## src/rtl/id_ex_stage.sv

```systemverilog
// ID/EX pipeline register for the 5-stage MIPS core.
// Holds the decoded instruction for the execute stage, and resolves data
// hazards. It forwards MEM/WB results onto the ALU operands and store data.
// It detects load-use hazards and inserts a bubble. It keeps forwarded
// operand values across downstream stalls.
//
// Flow control:
// - ex_flush kills the EX slot at the next edge, and takes precedence over
//   ex_stall.
// - ex_stall freezes the EX slot. Only the operand data is refreshed, so
//   that a forwarded value stays valid after its producer retires.
// - load_use_stall asks upstream to hold PC and IF/ID for one cycle. During
//   that cycle this stage loads a bubble instead of the ID instruction.
module id_ex_stage #(
    parameter bit FWD_EN = 1'b1
) (
    input  logic        clk,
    input  logic        rst_n,
    input  logic        id_valid,
    input  logic [31:0] id_pc4,
    input  logic [4:0]  id_rs_addr,
    input  logic [4:0]  id_rt_addr,
    input  logic [31:0] id_rs_data,
    input  logic [31:0] id_rt_data,
    input  logic [31:0] id_imm,
    input  logic [4:0]  id_shamt,
    input  logic [1:0]  id_a_sel,
    input  logic        id_b_sel,
    input  logic [3:0]  id_alu_oper,
    input  logic        id_wb_en,
    input  logic [4:0]  id_wb_addr,
    input  logic        id_is_load,
    input  logic        ex_stall,
    input  logic        ex_flush,
    input  logic        mem_wb_en,
    input  logic [4:0]  mem_wb_addr,
    input  logic [31:0] mem_wb_data,
    input  logic        wb_wb_en,
    input  logic [4:0]  wb_wb_addr,
    input  logic [31:0] wb_wb_data,
    output logic        load_use_stall,
    output logic        ex_valid,
    output logic [31:0] alu_a,
    output logic [31:0] alu_b,
    output logic [3:0]  alu_oper,
    output logic [31:0] ex_store_data,
    output logic        ex_wb_en,
    output logic [4:0]  ex_wb_addr,
    output logic        ex_is_load
);

    // A-operand source selects
    localparam logic [1:0] A_SEL_RS    = 2'd0;
    localparam logic [1:0] A_SEL_SHAMT = 2'd1;
    localparam logic [1:0] A_SEL_PC4   = 2'd2;
    localparam logic [1:0] A_SEL_ZERO  = 2'd3;

    // Registered EX-stage fields
    logic        valid_q,   valid_d;
    logic [31:0] pc4_q,     pc4_d;
    logic [4:0]  rs_addr_q, rs_addr_d;
    logic [4:0]  rt_addr_q, rt_addr_d;
    logic [31:0] rs_data_q, rs_data_d;
    logic [31:0] rt_data_q, rt_data_d;
    logic [31:0] imm_q,     imm_d;
    logic [4:0]  shamt_q,   shamt_d;
    logic [1:0]  a_sel_q,   a_sel_d;
    logic        b_sel_q,   b_sel_d;
    logic [3:0]  oper_q,    oper_d;
    logic        wb_en_q,   wb_en_d;
    logic [4:0]  wb_addr_q, wb_addr_d;
    logic        is_load_q, is_load_d;

    // Forwarded source operands
    logic [31:0] fwd_rs;
    logic [31:0] fwd_rt;

    // Hazard match terms
    logic        ex_load_pending;
    logic        rs_hit;
    logic        rt_hit;

    // Forward rs. MEM is younger than WB, so MEM wins. $0 never forwards.
    always_comb begin
        fwd_rs = rs_data_q;
        if (FWD_EN && (rs_addr_q != 5'd0)) begin
            if (mem_wb_en && (mem_wb_addr == rs_addr_q)) begin
                fwd_rs = mem_wb_data;
            end else if (wb_wb_en && (wb_wb_addr == rs_addr_q)) begin
                fwd_rs = wb_wb_data;
            end
        end
    end

    // Forward rt with the same priority rule as rs
    always_comb begin
        fwd_rt = rt_data_q;
        if (FWD_EN && (rt_addr_q != 5'd0)) begin
            if (mem_wb_en && (mem_wb_addr == rt_addr_q)) begin
                fwd_rt = mem_wb_data;
            end else if (wb_wb_en && (wb_wb_addr == rt_addr_q)) begin
                fwd_rt = wb_wb_data;
            end
        end
    end

    // Load-use detection. The check is conservative: it matches rt even when
    // the ID instruction does not read rt.
    always_comb begin
        ex_load_pending = valid_q && is_load_q && wb_en_q && (wb_addr_q != 5'd0);
        rs_hit          = (wb_addr_q == id_rs_addr);
        rt_hit          = (wb_addr_q == id_rt_addr);
        load_use_stall  = ex_load_pending && id_valid && (rs_hit || rt_hit);
    end

    // Next-state selection in priority order: flush, stall, bubble, load.
    always_comb begin
        valid_d   = valid_q;
        pc4_d     = pc4_q;
        rs_addr_d = rs_addr_q;
        rt_addr_d = rt_addr_q;
        rs_data_d = rs_data_q;
        rt_data_d = rt_data_q;
        imm_d     = imm_q;
        shamt_d   = shamt_q;
        a_sel_d   = a_sel_q;
        b_sel_d   = b_sel_q;
        oper_d    = oper_q;
        wb_en_d   = wb_en_q;
        wb_addr_d = wb_addr_q;
        is_load_d = is_load_q;

        if (ex_flush) begin
            // Kill the slot. Data fields are left as they are.
            valid_d   = 1'b0;
            wb_en_d   = 1'b0;
            is_load_d = 1'b0;
        end else if (ex_stall) begin
            // Hold the slot, but keep any value forwarded this cycle.
            rs_data_d = fwd_rs;
            rt_data_d = fwd_rt;
        end else if (load_use_stall) begin
            // Insert a bubble. The ID instruction is held upstream.
            valid_d   = 1'b0;
            wb_en_d   = 1'b0;
            is_load_d = 1'b0;
        end else begin
            valid_d   = id_valid;
            pc4_d     = id_pc4;
            rs_addr_d = id_rs_addr;
            rt_addr_d = id_rt_addr;
            rs_data_d = id_rs_data;
            rt_data_d = id_rt_data;
            imm_d     = id_imm;
            shamt_d   = id_shamt;
            a_sel_d   = id_a_sel;
            b_sel_d   = id_b_sel;
            oper_d    = id_alu_oper;
            wb_en_d   = id_valid && id_wb_en;
            wb_addr_d = id_wb_addr;
            is_load_d = id_valid && id_is_load;
        end
    end

    // Pipeline register with asynchronous clear
    always_ff @(posedge clk or negedge rst_n) begin
        if (!rst_n) begin
            valid_q   <= 1'b0;
            pc4_q     <= 32'd0;
            rs_addr_q <= 5'd0;
            rt_addr_q <= 5'd0;
            rs_data_q <= 32'd0;
            rt_data_q <= 32'd0;
            imm_q     <= 32'd0;
            shamt_q   <= 5'd0;
            a_sel_q   <= 2'd0;
            b_sel_q   <= 1'b0;
            oper_q    <= 4'd0;
            wb_en_q   <= 1'b0;
            wb_addr_q <= 5'd0;
            is_load_q <= 1'b0;
        end else begin
            valid_q   <= valid_d;
            pc4_q     <= pc4_d;
            rs_addr_q <= rs_addr_d;
            rt_addr_q <= rt_addr_d;
            rs_data_q <= rs_data_d;
            rt_data_q <= rt_data_d;
            imm_q     <= imm_d;
            shamt_q   <= shamt_d;
            a_sel_q   <= a_sel_d;
            b_sel_q   <= b_sel_d;
            oper_q    <= oper_d;
            wb_en_q   <= wb_en_d;
            wb_addr_q <= wb_addr_d;
            is_load_q <= is_load_d;
        end
    end

    // ALU operand muxing and EX/MEM control outputs
    always_comb begin
        case (a_sel_q)
            A_SEL_RS:    alu_a = fwd_rs;
            A_SEL_SHAMT: alu_a = {27'd0, shamt_q};
            A_SEL_PC4:   alu_a = pc4_q;
            A_SEL_ZERO:  alu_a = 32'd0;
            default:     alu_a = 32'd0;
        endcase
        alu_b         = b_sel_q ? imm_q : fwd_rt;
        ex_store_data = fwd_rt;
        alu_oper      = oper_q;
        ex_valid      = valid_q;
        ex_wb_en      = wb_en_q;
        ex_wb_addr    = wb_addr_q;
        ex_is_load    = is_load_q;
    end

endmodule

```

## config.mk

```make
export PLATFORM = sky130hd
export DESIGN_NAME = id_ex_stage
export DESIGN_NICKNAME = d
export VERILOG_FILES = /design/src/rtl/id_ex_stage.sv
export SDC_FILE = /design/constraint.sdc
export NUM_CORES = 1
export LEC_CHECK = 0
export BUFFER_PORTS_ARGS = -buffer_cell sky130_fd_sc_hd__clkbuf_2
export CELL_PAD_IN_SITES_DETAIL_PLACEMENT = 1
export CELL_PAD_IN_SITES_GLOBAL_PLACEMENT = 1
export CORE_MARGIN = 2
export CORE_UTILIZATION = 40
export DETAILED_ROUTE_END_ITERATION = 12
export GPL_TIMING_DRIVEN = 1
export PLACE_DENSITY = 0.94
export SETUP_SLACK_MARGIN = 0.5
export SYNTH_ARGS = -nofsm -noshare
export SYNTH_HDL_FRONTEND = slang
export SYNTH_SLANG_ARGS = --single-unit
```

## constraint.sdc

```tcl
create_clock -name clk -period 5.4 [get_ports clk]
set_input_delay 0.54 -clock clk [delete_from_list [all_inputs] [get_ports clk]]
set_output_delay 0.54 -clock clk [all_outputs]
set_load 0.03 [all_outputs]
```

# Word level (Yosys, flattened, before mapping)
# Index checks and enable logic that the tools add are counted.
[classes] n_reduce_logical=18 n_bitwise=3 mux=21 div_mod_pow=0 n_addsub=0 multipliers=0 n_shift=0 n_lt_le_gt_ge=0 n_eq_ne=11
[op_table] cell="$mux W32" count=11
[op_table] cell="$pmux W32 S4" count=1
[op_table] cell="$eq A5 B5 Y1" count=6
[op_table] cell="$reduce_bool A5 Y1" count=3
[op_table] cell="$logic_and A1 B1 Y1" count=11
[op_table] cell="$mux W1" count=9
[op_table] cell="$eq A2 B2 Y1 const B" count=2
[op_table] cell="$not A1 Y1" count=3
[op_table] cell="$reduce_and A3 Y1" count=1
[op_table] cell="$eq A2 B1 Y1 const B" count=1
[op_table] cell="$logic_not A2 Y1" count=1
[op_table] cell="$ne A2 B1 Y1 const B" count=1
[op_table] cell="$ne A2 B2 Y1 const B" count=1
[op_table] cell="$reduce_and A2 Y1" count=1
[op_table] cell="$logic_or A1 B1 Y1" count=1
[totals] romBits=0 input_bits=238 mem_count=0 regBits=158 latchBits=0 word_cells=67 output_inout_bits=109 ramBits=0

# Longest topological paths before layout
[depth] word_depth=8 mapped_depth=8 mapped_depth_nobuf=6

# Worst setup path before layout
# Ideal clock, no wire load.
[synth_path] path_kind="input-to-output" startpoint="input mem_wb_addr[3]" endpoint="output alu_b[30]" n_path_buf=2 slack_ns=2.315 path_stages=8 arrival_ns=2.545 required_ns=4.860 path_cell_list="xnor2_1 nand4_1 or2_2 buf_2 a21oi_1 buf_2 o22ai_1 o21ai_0"
[synth_between] elab_chain_len=5
[synth_lines] element="start, declared" line="36" text="input logic [4:0] mem_wb_addr,"
[synth_lines] element="$eq A5 B5 Y1" line="99" text="if (mem_wb_en && (mem_wb_addr == rt_addr_q)) begin"
[synth_lines] element="$logic_and A1 B1 Y1" line="99"
[synth_lines] element="$mux W32" line="99"
[synth_lines] element="$mux W32" line="98" text="if (FWD_EN && (rt_addr_q != 5'd0)) begin"
[synth_lines] element="$mux W32" line="209" text="alu_b = b_sel_q ? imm_q : fwd_rt;"
[synth_lines] element="end, declared" line="44" text="output logic [31:0] alu_b,"
# No other way between the ends.

# Final worst setup path
[layout_path] startpoint="register rt_addr_q[4]" endpoint="output alu_b[19]"
[layout_between] elab_chain_len=6 word_cells_on_any_way=9 classes_between="2 x eq/ne; 4 x mux; 3 x reduce/logical"
[layout_lines] element="start, declared" line="62" text="logic [4:0] rt_addr_q, rt_addr_d;"
[layout_lines] element="start signal, assigned" line="186" text="rt_addr_q <= rt_addr_d;"
[layout_lines] element="$eq A5 B5 Y1" line="101" text="end else if (wb_wb_en && (wb_wb_addr == rt_addr_q)) begin"
[layout_lines] element="$logic_and A1 B1 Y1" line="101"
[layout_lines] element="$mux W32" line="101"
[layout_lines] element="$mux W32" line="99"
[layout_lines] element="$mux W32 (*)" line="98"
[layout_lines] element="$mux W32 (*)" line="209"
# Mark *: on every way between the ends. The rest lies on a longest branch, timed or not.

==> metrics.txt <==
area delta synth->final=27.1%; Reg2Reg Depth=7; layout cells sized above 1=36.2%; Final Hold Fails=0; HP Class=primary input to async pin; element type at the critical path end=output pin; total grt overflow=0; power density cells=354 mW/mm^2; Initial Utilization=40.7%; Pleak=5.60 nW; commonest cells in the netlist=dfrtp_1 (158), nand2_1 (109), inv_1 (66); Chip Height=156 um; post-route ant nets=0; # hold bufs at CTS=0; crit start category=flop; normalized max-slew margin=16.1%; detailed-routed wire length on met3=2780 um; Post-synth EDFFs=0; Final min period=4000 ps; number of synthesized register bits=158; Mapped Cells=962; CP Data Required Time=4860 ps; routed vias/inst=5.83; cell taking the most area after synthesis=dfrtp_1; outcome=complete, no violations; Num CTS Buffers=17; top_reg_cell synth=dfrtp_1; Total Neg Setup Slack=0 ps; Clock Skews=16.9 ps; fill count=2714; initial antenna violation count=6; DR vias=9112; Cell Area, Placed=0.0111 sq mm; first-pass GRT wire length=54700 um; synth warn=0; clock tree sinks=158; RSZ-0062 raised after global routing=no; cell area after layout=0.0117 sq mm; top cells by area, synth=dfrtp_1 (43%), mux2_2 (6.9%), a221o_1 (4.8%), nand2_1 (4.5%), mux2_1 (4.3%); largest net degree at the start of global routing=66; worst-path maximum fanout=28; Initial DRC Count=617; IO Count=347; Core ar.=0.0226 sq mm; hold_ws=68.0 ps; Clock Tree Root=clkbuf_16; Top Layer Used=met5; die area=0.0242 sq mm; drc violations=0; Cell variety after synth=40; post-synth top area share=43.1%; most numerous cell in the Yosys netlist=dfrtp_1; I/O Buffers=346; Syn Area/Cell=9.55 sq um; # setup viols final=0; wl on met1=13900 um; worst-margin pin slew=1250 ps; Fmax=250 MHz; clock-pin slew on the worst setup and hold paths=80 ps; Skew-Pair Late Insertion Delay=430 ps; post-cts gate resize count=0; Total GRT Usage=29.6%; Max-Cap Viols=0; Max rail drop VDD=0.178 mV; critical path arrival=3460 ps; H-Tree Depth=4; sequential fraction of the synthesis area=43.1%; row count=55; crit share post-route=74.2%; cell area after synthesis=0.00918 sq mm; CTS tree=yes; Nets=1500; Slew Limit Fails=0; syn_nets=1200; routed len/inst=23.3 um; crit path kind=flop to output pin; met2 wire length=18100 um; Final GP Congestion=0.868; asr flop ratio synth=100%; worst-case clock buffer depth=2; post-detail-place hpwl=27500 um; postcts setup bufs=0; Die X=156 um; drt pass-1 iters=5; drt total wl=36400 um; vias in the first global route=9550
worst paths after layout:
| kind | slack [ps] | end | startpoint |
|---|---|---|---|
| min | 70 | imm_q[20] | rst_n |
| min reg2reg | 480 | imm_q[20] | imm_q[20] |
| max in group asynchronous | 4060 | b_sel_q | rst_n |
| max reg2reg | 1780 | rt_data_q[17] | ex_wb_addr[1] |
| min in group clk | 320 | imm_q[25] | id_imm[25] |
| max | 1400 | alu_b[19] | rt_addr_q[4] |
cell usage in the layout, fill, tap and decap left out, types with 3 or more instances in the layout:
master,n
diode_2,4
clkbuf_16,17
buf_4,16
inv_6,4
mux2i_1,32
a221oi_1,5
xor2_1,8
a31oi_1,26
clkbuf_2,345
dfrtp_1,156
a21oi_1,29
o221a_2,5
o22ai_1,60
nor2_1,40
mux2_1,35
inv_8,5
nor2b_1,33
mux2_2,56
o21ai_0,64
a221o_1,44
clkinv_8,3
o221ai_1,15
and2_1,6
nand3_1,7
inv_1,66
xnor2_1,22
nand2_1,109
o22a_1,37
metrics by stage:
stage	setup WS (ps)	instances	utilization (%)	total power, W
after global routing	1170	1563	51.7	0.00431
after global placement	1800	1528	49.0	0.00281
after CTS	1450	1560	51.7	0.00415
after floorplan	2320	962	-	0.00239
final	1400	1564	51.7	0.00413
after detailed placement	1640	1528	49.0	0.00288
sequential cells by signal, indices dropped and copies added, names as in the netlist, 2 cells and up:
name,count
a_sel_q,2
ex_wb_addr,5
alu_oper,4
rt_addr_q,5
rt_data_q,32
imm_q,32
rs_addr_q,5
pc4_q,32
rs_data_q,32
shamt_q,5
where the power goes:
part	leakage [nW]	internal, W	switching, W
clock	0.301	0.000670	0.000599
sequential	1.86	0.00136	0.000164
combinational	3.45	0.000481	0.000861
total	5.60	0.00251	0.00162
worst max-delay path: stages (launching register included):
cell,delay [ps]
dfrtp_1,440
xnor2_1,190
nand4_1,180
or2_2,590
a21oi_2,530
buf_4,380
o22ai_1,170
o21ai_0,260
clkbuf_2,270
logic make-up after synthesis:
| logic type | after synthesis | synth area share [%] |
|---|---|---|
| simple gates | 208 | 10.2 |
| flops | 158 | 43.1 |
| mux | 123 | 14.6 |
| xor+xnor | 30 | 2.86 |
| compound gates | 295 | 22.5 |
| buf+inv | 148 | 6.73 |
area by class of cell:
class | count | area [sq um] | area share (%)
diodes | 4 | 10.0 | 0.0857
clock buffers | 17 | 425 | 3.64
repair buffers | 362 | 1860 | 15.9
inverters | 67 | 251 | 2.15
multi-input cells | 656 | 4630 | 39.7
well taps | 285 | 357 | 3.05
clock inverters | 15 | 188 | 1.61
flip-flops and latches | 158 | 3960 | 33.9
per-layer routing:
metal  vias up  track usage (%)
met5         -                0
met4         4             13.5
met3        91             7.91
met2       412             51.2
met1      4507             34.3
li1       4098                -
(Power assumes the default switching activity.)
